<file path="src/rtl/host_pkg.sv">
// Shared constants and types for the banner host: clock default, banner ROM
// contents and the sequencer state encoding.
package host_pkg;

    localparam int CLK_HZ_DEFAULT = 50_000_000;
    localparam int BAUD_DEFAULT   = 115200;
    localparam int BANNER_LEN     = 13;

    // Index of the last banner byte; idx never moves beyond this value.
    localparam logic [3:0] LAST_IDX = 4'd12;

    // "Hello, Z80!\r\n"
    localparam logic [7:0] BANNER [BANNER_LEN] = '{
        8'h48, 8'h65, 8'h6C, 8'h6C, 8'h6F, 8'h2C, 8'h20,
        8'h5A, 8'h38, 8'h30, 8'h21, 8'h0D, 8'h0A
    };

    typedef enum logic [1:0] {
        IDLE = 2'd0,
        LOAD = 2'd1,
        WAIT = 2'd2,
        DONE = 2'd3
    } seq_state_t;

    // Banner ROM lookup; out-of-range indices return an all-ones byte.
    function automatic logic [7:0] banner_byte(input logic [3:0] idx);
        logic [7:0] b;
        if (idx < 4'(BANNER_LEN)) begin
            b = BANNER[idx];
        end else begin
            b = 8'hFF;
        end
        return b;
    endfunction

endpackage

</file>
<file path="src/rtl/uart_core.sv">
// 8N1 serializer. A write while idle latches the byte and starts the frame on
// the next clock; busy stays high until the stop bit has been held DIV clocks.
module uart_core #(
    parameter int CLK_HZ = 50_000_000,
    parameter int BAUD   = 115200
) (
    input  logic       clk,
    input  logic       reset,
    input  logic       we,
    input  logic [7:0] data,
    output logic       busy,
    output logic       tx
);

    localparam int DIV = CLK_HZ / BAUD;
    localparam int CW  = (DIV > 1) ? $clog2(DIV) : 1;
    localparam logic [CW-1:0] DIV_LAST = CW'(DIV - 1);

    logic [CW-1:0] baud_cnt_r;
    logic [3:0]    bit_cnt_r;
    logic [8:0]    shift_r;
    logic          busy_r;
    logic          tx_r;
    logic          bit_end_s;

    assign bit_end_s = (baud_cnt_r == DIV_LAST);

    // Frame engine: start bit on accept, then 8 data bits LSB first, then stop.
    always_ff @(posedge clk or posedge reset) begin
        if (reset) begin
            baud_cnt_r <= {CW{1'b0}};
            bit_cnt_r  <= 4'd0;
            shift_r    <= 9'h1FF;
            busy_r     <= 1'b0;
            tx_r       <= 1'b1;
        end else if (!busy_r) begin
            if (we) begin
                busy_r     <= 1'b1;
                tx_r       <= 1'b0;
                shift_r    <= {1'b1, data};
                baud_cnt_r <= {CW{1'b0}};
                bit_cnt_r  <= 4'd0;
            end else begin
                tx_r <= 1'b1;
            end
        end else if (bit_end_s) begin
            baud_cnt_r <= {CW{1'b0}};
            if (bit_cnt_r == 4'd9) begin
                busy_r <= 1'b0;
                tx_r   <= 1'b1;
            end else begin
                tx_r      <= shift_r[0];
                shift_r   <= {1'b1, shift_r[8:1]};
                bit_cnt_r <= bit_cnt_r + 4'd1;
            end
        end else begin
            baud_cnt_r <= baud_cnt_r + CW'(1'b1);
        end
    end

    assign busy = busy_r;
    assign tx   = tx_r;

endmodule

</file>
<file path="src/rtl/uart_io.sv">
// Byte-write UART port: one-cycle we with data, busy back. Wraps the 8N1
// serializer whose BAUD parameter sets the bit rate.
module uart_io #(
    parameter int CLK_HZ = 50_000_000,
    parameter int BAUD   = 115200
) (
    input  logic       clk,
    input  logic       reset,
    input  logic       we,
    input  logic [7:0] data,
    output logic       busy,
    output logic       tx
);

    uart_core #(
        .CLK_HZ (CLK_HZ),
        .BAUD   (BAUD)
    ) uart_core_ (
        .clk   (clk),
        .reset (reset),
        .we    (we),
        .data  (data),
        .busy  (busy),
        .tx    (tx)
    );

endmodule

</file>
<file path="src/rtl/host.sv">
// Banner host: after reset, sends "Hello, Z80!\r\n" once over the UART and
// then parks with the line idle high.
module host
    import host_pkg::*;
#(
    parameter int CLK_HZ = CLK_HZ_DEFAULT,
    parameter int BAUD   = BAUD_DEFAULT
) (
    input  logic clk,
    input  logic reset,
    output logic uart_tx
);

    seq_state_t state_r;
    seq_state_t state_next_s;
    logic [3:0] idx_r;
    logic [3:0] idx_next_s;
    logic       we_s;
    logic       busy_s;
    logic       tx_s;
    logic [7:0] data_s;

    assign data_s = banner_byte(idx_r);

    // Sequencer state and banner index registers.
    always_ff @(posedge clk or posedge reset) begin
        if (reset) begin
            state_r <= IDLE;
            idx_r   <= 4'd0;
        end else begin
            state_r <= state_next_s;
            idx_r   <= idx_next_s;
        end
    end

    // Next-state logic: issue one write per byte, advance when the UART frees up.
    always_comb begin
        state_next_s = state_r;
        idx_next_s   = idx_r;
        we_s         = 1'b0;
        case (state_r)
            IDLE: begin
                state_next_s = LOAD;
            end
            LOAD: begin
                we_s         = 1'b1;
                state_next_s = WAIT;
            end
            WAIT: begin
                if (!busy_s) begin
                    if (idx_r == LAST_IDX) begin
                        state_next_s = DONE;
                    end else begin
                        state_next_s = LOAD;
                        idx_next_s   = idx_r + 4'd1;
                    end
                end else begin
                    state_next_s = WAIT;
                end
            end
            DONE: begin
                state_next_s = DONE;
            end
            default: begin
                state_next_s = IDLE;
            end
        endcase
    end

    uart_io #(
        .CLK_HZ (CLK_HZ),
        .BAUD   (BAUD)
    ) uart_io_ (
        .clk   (clk),
        .reset (reset),
        .we    (we_s),
        .data  (data_s),
        .busy  (busy_s),
        .tx    (tx_s)
    );

    // tx_s comes straight from a flop inside the serializer.
    assign uart_tx = tx_s;

endmodule

</file>
<file path="config.mk">
export PLATFORM = sky130hd
export DESIGN_NAME = host
export DESIGN_NICKNAME = d
export VERILOG_FILES = /design/src/rtl/host_pkg.sv /design/src/rtl/uart_core.sv /design/src/rtl/uart_io.sv /design/src/rtl/host.sv
export SDC_FILE = /design/constraint.sdc
export NUM_CORES = 1
export LEC_CHECK = 0
export CORE_UTILIZATION = 60
export DETAILED_ROUTE_END_ITERATION = 8
export GPL_ROUTABILITY_DRIVEN = 0
export HOLD_SLACK_MARGIN = 0.03
export PLACE_DENSITY = 0.88
export SLEW_MARGIN = 25
export SYNTH_ARGS = -nofsm -noshare
export SYNTH_HDL_FRONTEND = slang
export SYNTH_SLANG_ARGS = --single-unit
export TNS_END_PERCENT = 50
</file>
<file path="constraint.sdc">
create_clock -name clk -period 3.7 [get_ports clk]
set_clock_uncertainty 0.2 [all_clocks]
set_input_delay 0.555 -clock clk [delete_from_list [all_inputs] [get_ports clk]]
set_output_delay 0.555 -clock clk [all_outputs]
set_load 0.005 [all_outputs]
</file>
Word level (Yosys, flattened, before mapping)
Memory sizes are Yosys's and may differ from the RTL's.
Index checks and enable logic that the tools add are counted.
{"block": "totals", "reg_bits": 30, "latch_bits": 0, "ramBits": 0, "rom_bits": 128, "input_bits": 2, "output_inout_bits": 1, "mem_count": 1}
{"memory": "(name not given)", "depth": 16, "word_bits": 8, "read_ports": 1, "rd_clocked_by_memory_dff": 0, "wr": 0, "line_no": "host_pkg.sv:29", "source": "b = BANNER[idx];"}
{"block": "classes", "add_sub_neg": 3, "n_mul": 0, "n_div": 0, "order_cmp": 2, "eq_ne": 8, "shifts": 0, "mux": 26, "bitwise": 3, "reduce_logical": 4}
{"op": "9-bit two-way mux", "count": 7}
{"op": "8-bit two-way mux", "count": 3}
{"op": "4-bit two-way mux", "count": 4}
{"op": "9-bit by 1-bit adder with 9-bit output, second input constant", "count": 1}
{"op": "9-bit == test, second input constant", "count": 1}
{"op": "1-bit two-way mux", "count": 9}
{"op": "4-bit by 1-bit adder with 4-bit output, second input constant", "count": 2}
{"op": "4-bit == test, second input constant", "count": 2}
{"op": "2-bit case mux with 4 select lines", "count": 1}
{"op": "3-bit AND reduction", "count": 2}
{"op": "5-bit greater-or-equal comparator, second input constant", "count": 1}
{"op": "4-bit NOT with 5-bit output", "count": 1}
{"op": "2-bit == test, second input constant", "count": 2}
{"op": "4-bit less-than comparator, second input constant", "count": 1}
{"op": "2-bit two-way mux", "count": 2}
{"op": "2-bit by 1-bit == test with 1-bit output, second input constant", "count": 1}
{"op": "2-bit zero test", "count": 1}
{"op": "2-bit by 1-bit inequality test with 1-bit output, second input constant", "count": 1}
{"op": "2-bit inequality test, second input constant", "count": 1}
{"op": "1-bit NOT", "count": 2}
{"op": "2-bit nonzero test", "count": 1}

Logic depth before layout (Yosys ltp)
{"block": "logic_depth", "word_depth": 7, "ltp_mapped": 7}

Cells and area by module
A second synthesis with hierarchy kept.
{"block": "hier_totals", "cells_unflattened": 163, "hier_area_um2": 1775.5}
{"module": "uart_core", "n_inst": 1, "cells_each": 109, "area_per_inst_um2": 1227.4}
{"module": "host", "n_inst": 1, "cells_each": 54, "area_per_inst_um2": 548.0}

Worst setup path before layout
OpenSTA, ideal clock, no wires.
{"block": "synth_timing", "kind": "flip-flop to flip-flop", "startpoint": "reg uart_io_.uart_core_.bit_cnt_r[0]", "endpoint": "reg uart_io_.uart_core_.shift_r[0]", "setup_ns": 0.082, "arrival_time_ns": 1.537, "setup_slack_ns": 1.881, "path_stages_with_launch": 7, "path_cell_list": "dfrtp_1 -> ha_1 -> and3b_4 -> nor4b_4 -> o21ai_2 -> buf_6 -> mux2_4"}
{"block": "synth_between", "elab_chain_cells": 3}
{"element": "from (decl)", "line_no": "uart_core.sv:20", "source": "logic [3:0] bit_cnt_r;"}
{"element": "from (signal assigned)", "line_no": "uart_core.sv:54", "source": "bit_cnt_r <= bit_cnt_r + 4'd1;"}
{"element": "4-bit == test", "line_no": "uart_core.sv:48", "source": "if (bit_cnt_r == 4'd9) begin"}
{"element": "2-bit inequality test (no source line)"}
{"element": "3-bit AND reduction (no source line)"}
{"element": "to (signal assigned)", "line_no": "uart_core.sv:40", "source": "shift_r <= {1'b1, data};"}
{"element": "to (signal assigned)", "line_no": "uart_core.sv:53", "source": "shift_r <= {1'b1, shift_r[8:1]};"}
{"element": "to (decl)", "line_no": "uart_core.sv:21", "source": "logic [8:0] shift_r;"}
No other way between the ends.
A chain may end at the register's enable or synchronous reset.

Worst setup path after layout
{"block": "layout_timing", "startpoint": "reg uart_io_.uart_core_.busy_r, in the netlist uart_io_.uart_core_.busy", "endpoint": "reg uart_io_.uart_core_.bit_cnt_r[0]"}
{"block": "layout_between", "elab_chain_cells": 2}
{"element": "from (decl)", "line_no": "uart_core.sv:22", "source": "logic busy_r;"}
{"element": "from (signal assigned)", "line_no": "uart_core.sv:34", "source": "busy_r <= 1'b0;"}
{"element": "from (signal assigned)", "line_no": "uart_core.sv:38", "source": "busy_r <= 1'b1;"}
{"element": "from (signal assigned)", "line_no": "uart_core.sv:49", "source": "busy_r <= 1'b0;"}
{"element": "2-bit inequality test (no source line), or another cell as far along"}
{"element": "3-bit AND reduction (no source line)"}
Parallel ways exist; a longest one is shown, timed or not.

==> impl_metrics.env <==
export IMPL_status="finished, violations left"
export IMPL_timing_reg2reg_setup_slack_ps=1250
export IMPL_drt_pre_antenna_iters=6
export IMPL_min_path_cells=2
export IMPL_cts_tree="done"
export IMPL_rows=19
export IMPL_htree_levels=2
export IMPL_highest_layer="met4"
export IMPL_violations="design-rule violations"
export IMPL_finalSetupViolCount=0
export IMPL_fmax_ghz=0.408
export IMPL_hold_violations=0
export IMPL_clock_sinks=29
export IMPL_ir_drop_uv=213
export IMPL_core_area_mm2=0.00281
export IMPL_postRouteAntennaNets=0
export IMPL_synth_ff_type="dfrtp_1"
export IMPL_clock_latency_ps=320
export IMPL_r2r_start="uart_io_.uart_core_.busy"
export IMPL_cts_setup_buffers=0
export IMPL_synth_fp_nets=187
export IMPL_fin_tns_setup_ps=0
export IMPL_cp_end_kind="flop"
export IMPL_dieHeight_um=56.9
export IMPL_vias=1224
export IMPL_power_uw=535
export IMPL_place_port_buffers=2
export IMPL_period_minus_slack_ps=2450
export IMPL_power_density_mw_per_mm2=290
export IMPL_antenna_found_initial=0
export IMPL_hold_end="uart_io_.uart_core_.shift_r[7]"
export IMPL_cp_data_required_time_ps=3710
export IMPL_drt_iter0_drc=64
export IMPL_post_route_period_util_pct=66.3
export IMPL_hold_class="flop to flop"
export IMPL_critPathKind="flop to flop"
export IMPL_slew_viol_final=0
export IMPL_nets=186
export IMPL_slew_headroom_pct=51.2
export IMPL_synth_seq_cells=29
export IMPL_grt_usage_pct=21.0
export IMPL_synth_edf_count=0
export IMPL_grt_pass1_vias=1225
export IMPL_syn_inst=173
export IMPL_drc=2
export IMPL_wl_met2_mm=1.44
export IMPL_grt_max_degree=30
export IMPL_fill_cells=208
export IMPL_synth_area_top_cells="dfrtp_1, dfstp_2, ha_1, mux2_4, o21ai_0"
export IMPL_crit_arrival_ps=2460
export IMPL_start_util_pct=64.5
export IMPL_cts_buffer_depth=2
export IMPL_r2r_end="uart_io_.uart_core_.bit_cnt_r[0]"
export IMPL_hpwl_mm=2.26
export IMPL_vias_per_cell=6.00
export IMPL_reg2regPathDepth=3
export IMPL_cts_buffers=5
export IMPL_dr_wl_met3_um=90
export IMPL_cap_violations=0
export IMPL_ys_seq_area_share_pct=40.7
export IMPL_clk_pin_slew_ps=90
export IMPL_synth_top_area_share_pct=27.7
export IMPL_grt_ovfl_total=0
export IMPL_fp_dieW_um=56.9
export IMPL_rsz0062_at_grt="false"
export IMPL_grt_pass1_wl_mm=5.28
export IMPL_postCtsHoldBufs=0
export IMPL_synth_warning_count=0
export IMPL_wl_per_cell_um=15.1
export IMPL_yosysTopAreaCell="dfrtp_1"
export IMPL_wl_mm=3.07
export IMPL_io_pins=3
export IMPL_num_antenna_cells=0
export IMPL_final_common_cell="dfrtp_1"
export IMPL_startpoint_type="flop"
export IMPL_yosys_cell_types_count=47
export IMPL_wl_met1_mm=1.52
export IMPL_async_reset_ff_share_pct=100
export IMPL_tightestPinTransition_ps=731
export IMPL_die_area_mm2=0.00324
export IMPL_cts_resized=0
export IMPL_synth_cell_area_mm2=0.00181
export IMPL_drive_gt1_share_pct=21.4
export IMPL_root_buffer="clkbuf_4"
export IMPL_cp_max_fo=27
export IMPL_syn_avg_cell_area_um2=10.5
export IMPL_min_from="uart_io_.uart_core_.shift_r[7]"
export IMPL_final_cell_mix="dfrtp_1, nand2_1, o21ai_0, ha_1, inv_1"
export IMPL_synthToLayoutAreaGrowth_pct=1.94
export IMPL_p_leak_nw=0.830
==> cells in the mapped netlist, drive strengths merged, types with 3 or more instances <==
cell type	n
and3	5
xor2	4
nand2	12
a31oi	9
ha	12
mux2i	4
clkbuf	4
o22a	3
nand3	5
a21oi	10
nor2	5
inv	12
dfstp	9
dfrtp	20
nand2b	6
o21ai	13
mux2	9
buf	6
==> sequential cells by signal, summed over array words and instances (netlist names) <==
register                        cells
uart_io_.uart_core_.busy            1
uart_io_.uart_core_.bit_cnt_r       4
uart_io_.uart_core_.shift_r         8
idx_r                               4
uart_io_.uart_core_.tx              1
uart_io_.uart_core_.baud_cnt_r      9
state_r                             2
==> kinds of logic after synthesis <==
kind of cell	Yosys count	share of synthesized area, %
buffers and inverters	22	7.68
AO/OA/AOI/OAI	45	15.8
multiplexers	13	9.27
AND/OR/NAND/NOR	47	15.8
adder cells (fa/ha/maj)	12	8.30
XOR/XNOR	5	2.42
flip-flops	29	40.7
==> layout make-up <==
type	count	area, um2	share of cell area [%]
Tap cell	31	38.8	2.10
Timing Repair Buffer	2	20.0	1.09
Sequential cell	29	737	40.0
Clock inverter	1	5.00	0.271
Inverter	12	45.0	2.44
Multi-Input combinational cell	122	933	50.6
Clock buffer	7	65.1	3.53
==> critical path, cell delays in order, from the launching register on <==
cell     delay, ps
dfrtp_1        820
inv_1          290
o21ai_2        630
mux2_2         400
==> power by group <==
| part | switching [mW] | internal, mW | total (mW) |
|---|---|---|---|
| clock network | 0.102 | 0.110 | 0.212 |
| logic | 0.00555 | 0.00102 | 0.00657 |
| registers | 0 | 0.317 | 0.317 |
==> how the worst max path moves through the flow <==
| stage | endpoint | slack [ps] | from | depth (start not counted) |
|---|---|---|---|---|
| floorplan | uart_io_.uart_core_.shift_r[0] | 1880 | uart_io_.uart_core_.bit_cnt_r[0] | 6 |
| global placement | uart_io_.uart_core_.bit_cnt_r[0] | 1330 | uart_io_.uart_core_.busy | 3 |
| detailed placement | uart_io_.uart_core_.bit_cnt_r[0] | 1280 | uart_io_.uart_core_.busy | 3 |
| CTS | uart_io_.uart_core_.bit_cnt_r[0] | 1260 | uart_io_.uart_core_.busy | 3 |
| global route | uart_io_.uart_core_.bit_cnt_r[0] | 1100 | uart_io_.uart_core_.busy | 3 |
| finish | uart_io_.uart_core_.bit_cnt_r[0] | 1250 | uart_io_.uart_core_.busy | 3 |
==> routing by layer <==
| metal | vias to the layer above | track usage [%] |
|---|---|---|
| met3 | 4 | 5.76 |
| met2 | 13 | 32.1 |
| li1 | 614 | - |
| met5 | - | 0 |
| met4 | 0 | 8.36 |
| met1 | 593 | 28.4 |
==> per-stage QoR <==
step | utilization (%) | setup slack (ps) | area, um2 | instances | hold slack [ps]
floorplan | - | 1880 | 1810 | 173 | 252
global placement | 63.2 | 1330 | 1770 | 196 | 276
detailed placement | 63.2 | 1280 | 1770 | 196 | 284
CTS | 65.7 | 1260 | 1840 | 204 | 294
global route | 65.7 | 1100 | 1840 | 204 | 332
finish | 65.7 | 1250 | 1840 | 204 | 303
Note: power is estimated with default switching activity, not from simulation.
